File: src/rtl/pcie_intx_responder_if.sv
// Interrupt handshake and INTx message port between requester, responder and downstream.
// The responder takes the slave view; the requester/downstream side takes the master view.
interface pcie_intx_responder_if;
   logic       IRQ_REQ;
   logic       IRQ_ACK;
   logic       msg_valid;
   logic       msg_ready;
   logic       msg_assert;
   logic [1:0] msg_pin;

   modport slave (
      input  IRQ_REQ, msg_ready,
      output IRQ_ACK, msg_valid, msg_assert, msg_pin
   );

   modport master (
      output IRQ_REQ, msg_ready,
      input  IRQ_ACK, msg_valid, msg_assert, msg_pin
   );
endinterface

File: src/rtl/pcie_intx_responder.sv
// Legacy INTx responder: turns IRQ_REQ level changes into Assert/Deassert_INTx messages
// and answers each serviced change with a one-cycle IRQ_ACK.
module pcie_intx_responder #(
   parameter int INTX_PIN    = 0,
   parameter int ACK_DELAY   = 2,
   parameter int MSG_TIMEOUT = 1024
) (
   input  logic                     clk,
   input  logic                     reset,
   pcie_intx_responder_if.slave     bus,
   output logic                     intx_state,
   output logic                     busy,
   output logic [31:0]              assert_count,
   output logic [31:0]              deassert_count,
   output logic                     proto_err,
   output logic                     timeout_err,
   input  logic                     err_clear
);

   localparam int WW = $clog2(MSG_TIMEOUT);
   localparam logic [WW-1:0] WLAST = WW'(MSG_TIMEOUT - 1);

   typedef enum logic [1:0] {IDLE, SEND, DELAY, ACK} state_t;

   state_t        state_q;
   logic          req_q, start_q, target_q;
   logic          ack_q, valid_q, assert_q, intx_q, busy_q;
   logic          proto_q, tmo_q;
   logic [31:0]   acnt_q, dcnt_q;
   logic [WW-1:0] wcnt_q;
   logic [7:0]    dly_q;

   always_ff @(posedge clk or posedge reset) begin
      if (reset) begin
         state_q  <= IDLE;
         req_q    <= 1'b0;
         start_q  <= 1'b0;
         target_q <= 1'b0;
         ack_q    <= 1'b0;
         valid_q  <= 1'b0;
         assert_q <= 1'b0;
         intx_q   <= 1'b0;
         busy_q   <= 1'b0;
         proto_q  <= 1'b0;
         tmo_q    <= 1'b0;
         acnt_q   <= '0;
         dcnt_q   <= '0;
         wcnt_q   <= '0;
         dly_q    <= '0;
      end else begin
         req_q <= bus.IRQ_REQ;
         // Clears are written first so a same-cycle set below takes precedence.
         if (err_clear) begin
            proto_q <= 1'b0;
            tmo_q   <= 1'b0;
         end
         if (state_q != IDLE && req_q != start_q) proto_q <= 1'b1;

         case (state_q)
            IDLE: begin
               if (req_q != intx_q) begin
                  state_q  <= SEND;
                  target_q <= req_q;
                  start_q  <= req_q;
                  valid_q  <= 1'b1;
                  assert_q <= req_q;
                  busy_q   <= 1'b1;
                  wcnt_q   <= '0;
               end
            end
            SEND: begin
               if (valid_q && bus.msg_ready) begin
                  valid_q <= 1'b0;
                  intx_q  <= target_q;
                  if (target_q) acnt_q <= acnt_q + 32'd1;
                  else          dcnt_q <= dcnt_q + 32'd1;
                  if (ACK_DELAY == 0) begin
                     state_q <= ACK;
                     ack_q   <= 1'b1;
                  end else begin
                     state_q <= DELAY;
                     dly_q   <= 8'(ACK_DELAY);
                  end
               end else if (wcnt_q == WLAST) begin
                  // Abandon the message but still ack so the requester never stalls.
                  valid_q <= 1'b0;
                  tmo_q   <= 1'b1;
                  state_q <= ACK;
                  ack_q   <= 1'b1;
               end else begin
                  wcnt_q <= wcnt_q + 1'b1;
               end
            end
            DELAY: begin
               if (dly_q == 8'd1) begin
                  state_q <= ACK;
                  ack_q   <= 1'b1;
               end else begin
                  dly_q <= dly_q - 8'd1;
               end
            end
            ACK: begin
               ack_q   <= 1'b0;
               busy_q  <= 1'b0;
               state_q <= IDLE;
            end
            default: state_q <= IDLE;
         endcase
      end
   end

   assign bus.IRQ_ACK    = ack_q;
   assign bus.msg_valid  = valid_q;
   assign bus.msg_assert = assert_q;
   assign bus.msg_pin    = 2'(INTX_PIN);
   assign intx_state     = intx_q;
   assign busy           = busy_q;
   assign assert_count   = acnt_q;
   assign deassert_count = dcnt_q;
   assign proto_err      = proto_q;
   assign timeout_err    = tmo_q;

endmodule

File: src/flat_wrapper.sv
// flat-port wrapper written by rule: the top's interface ports become plain ports
module pcie_intx_responder_flat 
#(
   parameter int INTX_PIN    = 0,
   parameter int ACK_DELAY   = 2,
   parameter int MSG_TIMEOUT = 1024
)
  (clk, reset, intx_state, busy, assert_count, deassert_count, proto_err, timeout_err, err_clear, bus_IRQ_REQ, bus_msg_ready, bus_IRQ_ACK, bus_msg_valid, bus_msg_assert, bus_msg_pin);
  pcie_intx_responder_if bus_i ();
  input  logic clk;
  input  logic reset;
  output logic intx_state;
  output logic busy;
  output logic [31:0] assert_count;
  output logic [31:0] deassert_count;
  output logic proto_err;
  output logic timeout_err;
  input  logic err_clear;
  input wire logic [$bits(bus_i.IRQ_REQ)-1:0] bus_IRQ_REQ;
  input wire logic [$bits(bus_i.msg_ready)-1:0] bus_msg_ready;
  output wire logic [$bits(bus_i.IRQ_ACK)-1:0] bus_IRQ_ACK;
  output wire logic [$bits(bus_i.msg_valid)-1:0] bus_msg_valid;
  output wire logic [$bits(bus_i.msg_assert)-1:0] bus_msg_assert;
  output wire logic [$bits(bus_i.msg_pin)-1:0] bus_msg_pin;
  assign bus_i.IRQ_REQ = bus_IRQ_REQ;
  assign bus_i.msg_ready = bus_msg_ready;
  assign bus_IRQ_ACK = bus_i.IRQ_ACK;
  assign bus_msg_valid = bus_i.msg_valid;
  assign bus_msg_assert = bus_i.msg_assert;
  assign bus_msg_pin = bus_i.msg_pin;
  pcie_intx_responder #(.INTX_PIN(INTX_PIN), .ACK_DELAY(ACK_DELAY), .MSG_TIMEOUT(MSG_TIMEOUT)) u_core (.clk(clk), .reset(reset), .bus(bus_i), .intx_state(intx_state), .busy(busy), .assert_count(assert_count), .deassert_count(deassert_count), .proto_err(proto_err), .timeout_err(timeout_err), .err_clear(err_clear));
endmodule
File: config.mk
export PLATFORM = sky130hd
export DESIGN_NAME = pcie_intx_responder_flat
export DESIGN_NICKNAME = d
export VERILOG_FILES = /design/src/rtl/pcie_intx_responder_if.sv /design/src/rtl/pcie_intx_responder.sv /design/src/flat_wrapper.sv
export SDC_FILE = /design/constraint.sdc
export NUM_CORES = 1
export LEC_CHECK = 0
export ABC_AREA = 1
export BUFFER_PORTS_ARGS = -buffer_cell sky130_fd_sc_hd__buf_2
export CORE_MARGIN = 5
export CORE_UTILIZATION = 51
export DETAILED_ROUTE_END_ITERATION = 8
export PLACE_DENSITY = 0.73
export SLEW_MARGIN = 30
export SYNTH_ARGS = -nofsm -noshare
export SYNTH_HDL_FRONTEND = slang
export SYNTH_SLANG_ARGS = --single-unit
File: constraint.sdc
create_clock -name clk -period 8.68 [get_ports clk]
set_clock_uncertainty 0.05 [all_clocks]
set_input_delay 1.736 -clock clk [delete_from_list [all_inputs] [get_ports clk]]
set_output_delay 1.736 -clock clk [all_outputs]
set_load 0.05 [all_outputs]
==> qor.csv <==
stage,metric,value,unit
synthesis,warnings from Yosys,0,
sta,Tmin final,3.03,ns
route,vias,4734,
floorplan,Core Footprint,9860,µm²
setup_path,Worst EP required,8.90,ns
pwr,worst vdd ir,137,µV
placed_design,DP Cell Count,910,
global_route,grt ovf,0,
sta,fmax,0.330,GHz
synthesis,Syn Inst Count,706,
clock_network,root buffer cell,clkbuf_8,
synthesis,post-synthesis register bit count,92,
global_route,first-pass GRT wire length,21300,µm
floorplan,chip width,111,µm
setup_path,Critical-path top delay cell,nor2_2,
clock_network,post_cts resized,0,
global_route,grt met2 use,0.348,
synthesis,fraction of the mapped netlist area in compound gates,0.0320,
pwr,Pwr Density,226,nW/µm²
pwr,Int Pwr,0.000836,W
synthesis,Simple-Gate Fraction of Synth Area,0.367,
clock_network,Clock Latency Late Sink,0.37,ns
setup_path,Worst Path Arrival,3.25,ns
global_route,initial antenna violation count,0,
clock_network,clock sink count,92,
layout,synth-to-layout area growth,15.4,%
setup_path,crit-path max FO,11,
clock_network,Inserted Clock Buffers,9,
setup_path,CP max stage delay,0.46,ns
global_route,vias in the first global route,4644,
layout,Final nets,803,
placed_design,DP HPWL,8850,µm
synthesis,largest family of logic cells by synthesized area,simple AND/OR/NAND/NOR gates,
route,Vias/cell,5.11,
route,DRC Markers,0,
placed_design,dpl cell area,5710,µm²
global_route,most used routing layer in global routing,met2,
clock_network,CTS max path bufs,2,
clock_network,Worst-path clk slew,0.09,ns
sta,RSZ-0062 raised after global routing,false,
synthesis,Avg Synthesized Cell Area,7.36,µm²
synthesis,area share of xor/xnor cells in the synthesized design,0.0556,
floorplan,Die H,111,µm
pwr,sw power,0.000518,W
setup_path,worst-path cell chain,buf_2 > nand3_4 > nor2_2 > nand3_1 > nor2_1 > nand3_1 > nand2_1 > nand2_1,
clock_network,Hold Buf Count CTS,0,
sta,fin crit share,0.349,
clock_network,CTS tree,yes,
global_route,largest net degree at the start of global routing,48,
pwr,leakage,3.11,nW
sta,Slew Limit Fails,0,
floorplan,I/O Pins,78,
global_route,total track usage,0.204,
pwr,combinational share of power,0.313,
route,DRT iter0 DRCs,263,
floorplan,initial core utilization,0.527,
global_route,GR Util met3,0.0328,
floorplan,# rows,36,
layout,FILL cells,882,
pwr,switch share,0.383,
route,drt total wl,11800,µm
run,max-cap viol count,0,
sta,Setup Viol. Count Final,0,
sta,Slew Limit Headroom,0.483,
setup_path,kind of critical path,in2reg,
synthesis,Synth Area in Adders,0.0241,
sta,final setup TNS,0,ns
route,Detail Route Antenna Nets,0,
clock_network,CTS H-tree depth,3,
floorplan,area of the die,12300,µm²
synthesis,register area share after synthesis,0.443,
placed_design,# port buffers,75,
route,routed len/inst,12.8,µm
layout,layout cell share with drive strength beyond 1,0.142,
worst_hold_path,Hold Path Class,reg2reg,
layout,Final Cell Area,6000,µm²
setup_path,crit start category,input pin,
layout,final core utilization,0.608,
global_route,met1 usage,0.260,
clock_network,Post-CTS Setup Bufs,0,
setup_path,crit end category,register,
status,status,"complete, no violations",
layout,Finished Layout Cells,926,
sta,worst slew pin tran,0.774,ns
synthesis,multiplexer share of the synthesized area,0,
pwr,Sequential Power Share,0.385,
sta,Final Hold Viols,0,
synthesis,synth unique cells,30,
layout,n_diodes,0,
synthesis,"Cell Area, Synth",5190,µm²
route,drt pass-1 iters,5,
pwr,Clk pwr share,0.302,
sta,hold_ws,0.439,ns
placed_design,GPL Wtd Cong,0.846,
==> Yosys cell counts, drive strengths merged <==
| library cell | number | area [µm²] |
|---|---|---|
| buf | 4 | 31.3 |
| or2 | 3 | 18.8 |
| o22ai | 1 | 6.26 |
| dfrtp | 92 | 2300 |
| nor3 | 14 | 85.1 |
| inv | 96 | 360 |
| o21a | 1 | 7.51 |
| nand4 | 26 | 163 |
| clkbuf | 2 | 7.51 |
| conb | 1 | 3.75 |
| ha | 10 | 125 |
| o21ai | 22 | 110 |
| nor2 | 82 | 353 |
| xnor2 | 18 | 158 |
| nand3 | 55 | 303 |
| nand2 | 250 | 941 |
| nand3b | 6 | 45.0 |
| o21bai | 1 | 7.51 |
| a21oi | 7 | 35.0 |
| xor2 | 15 | 131 |
==> power groups by stage <==
stage               sequential, W  clock (W)  combinational (W)
floorplan                0.000615          0           0.000239
global placement         0.000525          0           0.000413
detailed placement       0.000527          0           0.000425
CTS                      0.000519   0.000415           0.000427
global route             0.000528   0.000434           0.000475
finish                   0.000521   0.000409           0.000424
==> cell type report <==
type	count	area, µm²	area share
clock inverters	7	163	0.0271
repair buffers	76	383	0.0639
clock buffers	9	124	0.0207
flip-flops and latches	92	2300	0.384
inverters	96	362	0.0603
multi-input cells	513	2500	0.416
well taps	133	166	0.0278
==> registers in the layout, indices dropped and copies added (netlist names) <==
signal                 count
u_core.state_q             2
u_core.req_q               1
u_core.deassert_count     32
u_core.bus.IRQ_ACK         1
u_core.dly_q               8
u_core.wcnt_q             10
u_core.intx_state          1
u_core.busy                1
u_core.timeout_err         1
u_core.proto_err           1
u_core.bus.msg_valid       1
u_core.start_q             1
u_core.assert_count       32
==> cell usage in the layout (no fill, tap or decap), drive strengths merged, types with 3 or more instances in the layout <==
cell type,n
a21oi,7
buf,76
bufinv,5
clkbuf,9
dfrtp,92
ha,10
inv,95
nand2,250
nand3,55
nand3b,6
nand4,26
nor2,82
nor3,14
o21ai,22
or2,3
xnor2,18
xor2,15
==> logic make-up after synthesis <==
| family | Yosys count |
|---|---|
| compound gates | 32 |
| xor+xnor | 33 |
| fa+ha+maj | 10 |
| buf+inv | 102 |
| flops | 92 |
| other cells | 1 |
| simple gates | 436 |
==> metal layers <==
layer | vias up | share of wire
met5 | - | 0
met1 | 2219 | 0.45
li1 | 2369 | -
met3 | 18 | 0.048
met4 | 0 | 0.019
met2 | 128 | 0.48
==> path summary, 6_finish.rpt <==
| check | from | endpoint | slack, ns | cells past startpoint |
|---|---|---|---|---|
| hold / removal | u_core.bus.IRQ_ACK$_DFFE_PP0P_ | u_core.bus.IRQ_ACK$_DFFE_PP0P_ | 0.44 | 2 |
| setup / recovery | bus_msg_ready | u_core.deassert_count[24]$_DFFE_PP0P_ | 5.65 | 8 |
| setup reg to reg | u_core.state_q[1]$_DFFE_PP0P_ | u_core.deassert_count[24]$_DFFE_PP0P_ | 5.98 | 9 |
| hold reg to reg | u_core.bus.IRQ_ACK$_DFFE_PP0P_ | u_core.bus.IRQ_ACK$_DFFE_PP0P_ | 0.44 | 2 |
| max in group asynchronous | reset | u_core.start_q$_DFFE_PP0P_ | 6.08 | 3 |
| min in group asynchronous | reset | u_core.deassert_count[28]$_DFFE_PP0P_ | 1.42 | 2 |
==> per-stage QoR <==
stage / total power, W / setup WS, ns
floorplan: 0.000854 / 4.50
global placement: 0.000938 / 5.32
detailed placement: 0.000952 / 5.24
CTS: 0.00136 / 5.66
global route: 0.00144 / 5.50
finish: 0.00135 / 5.65
==> worst max-delay path: cells and delay by family <==
kind / cells / cell delay [ns]
buffers and inverters: 1 / 0.12
AND/OR/NAND/NOR: 7 / 1.39
Note: power is estimated with default switching activity, not from simulation.
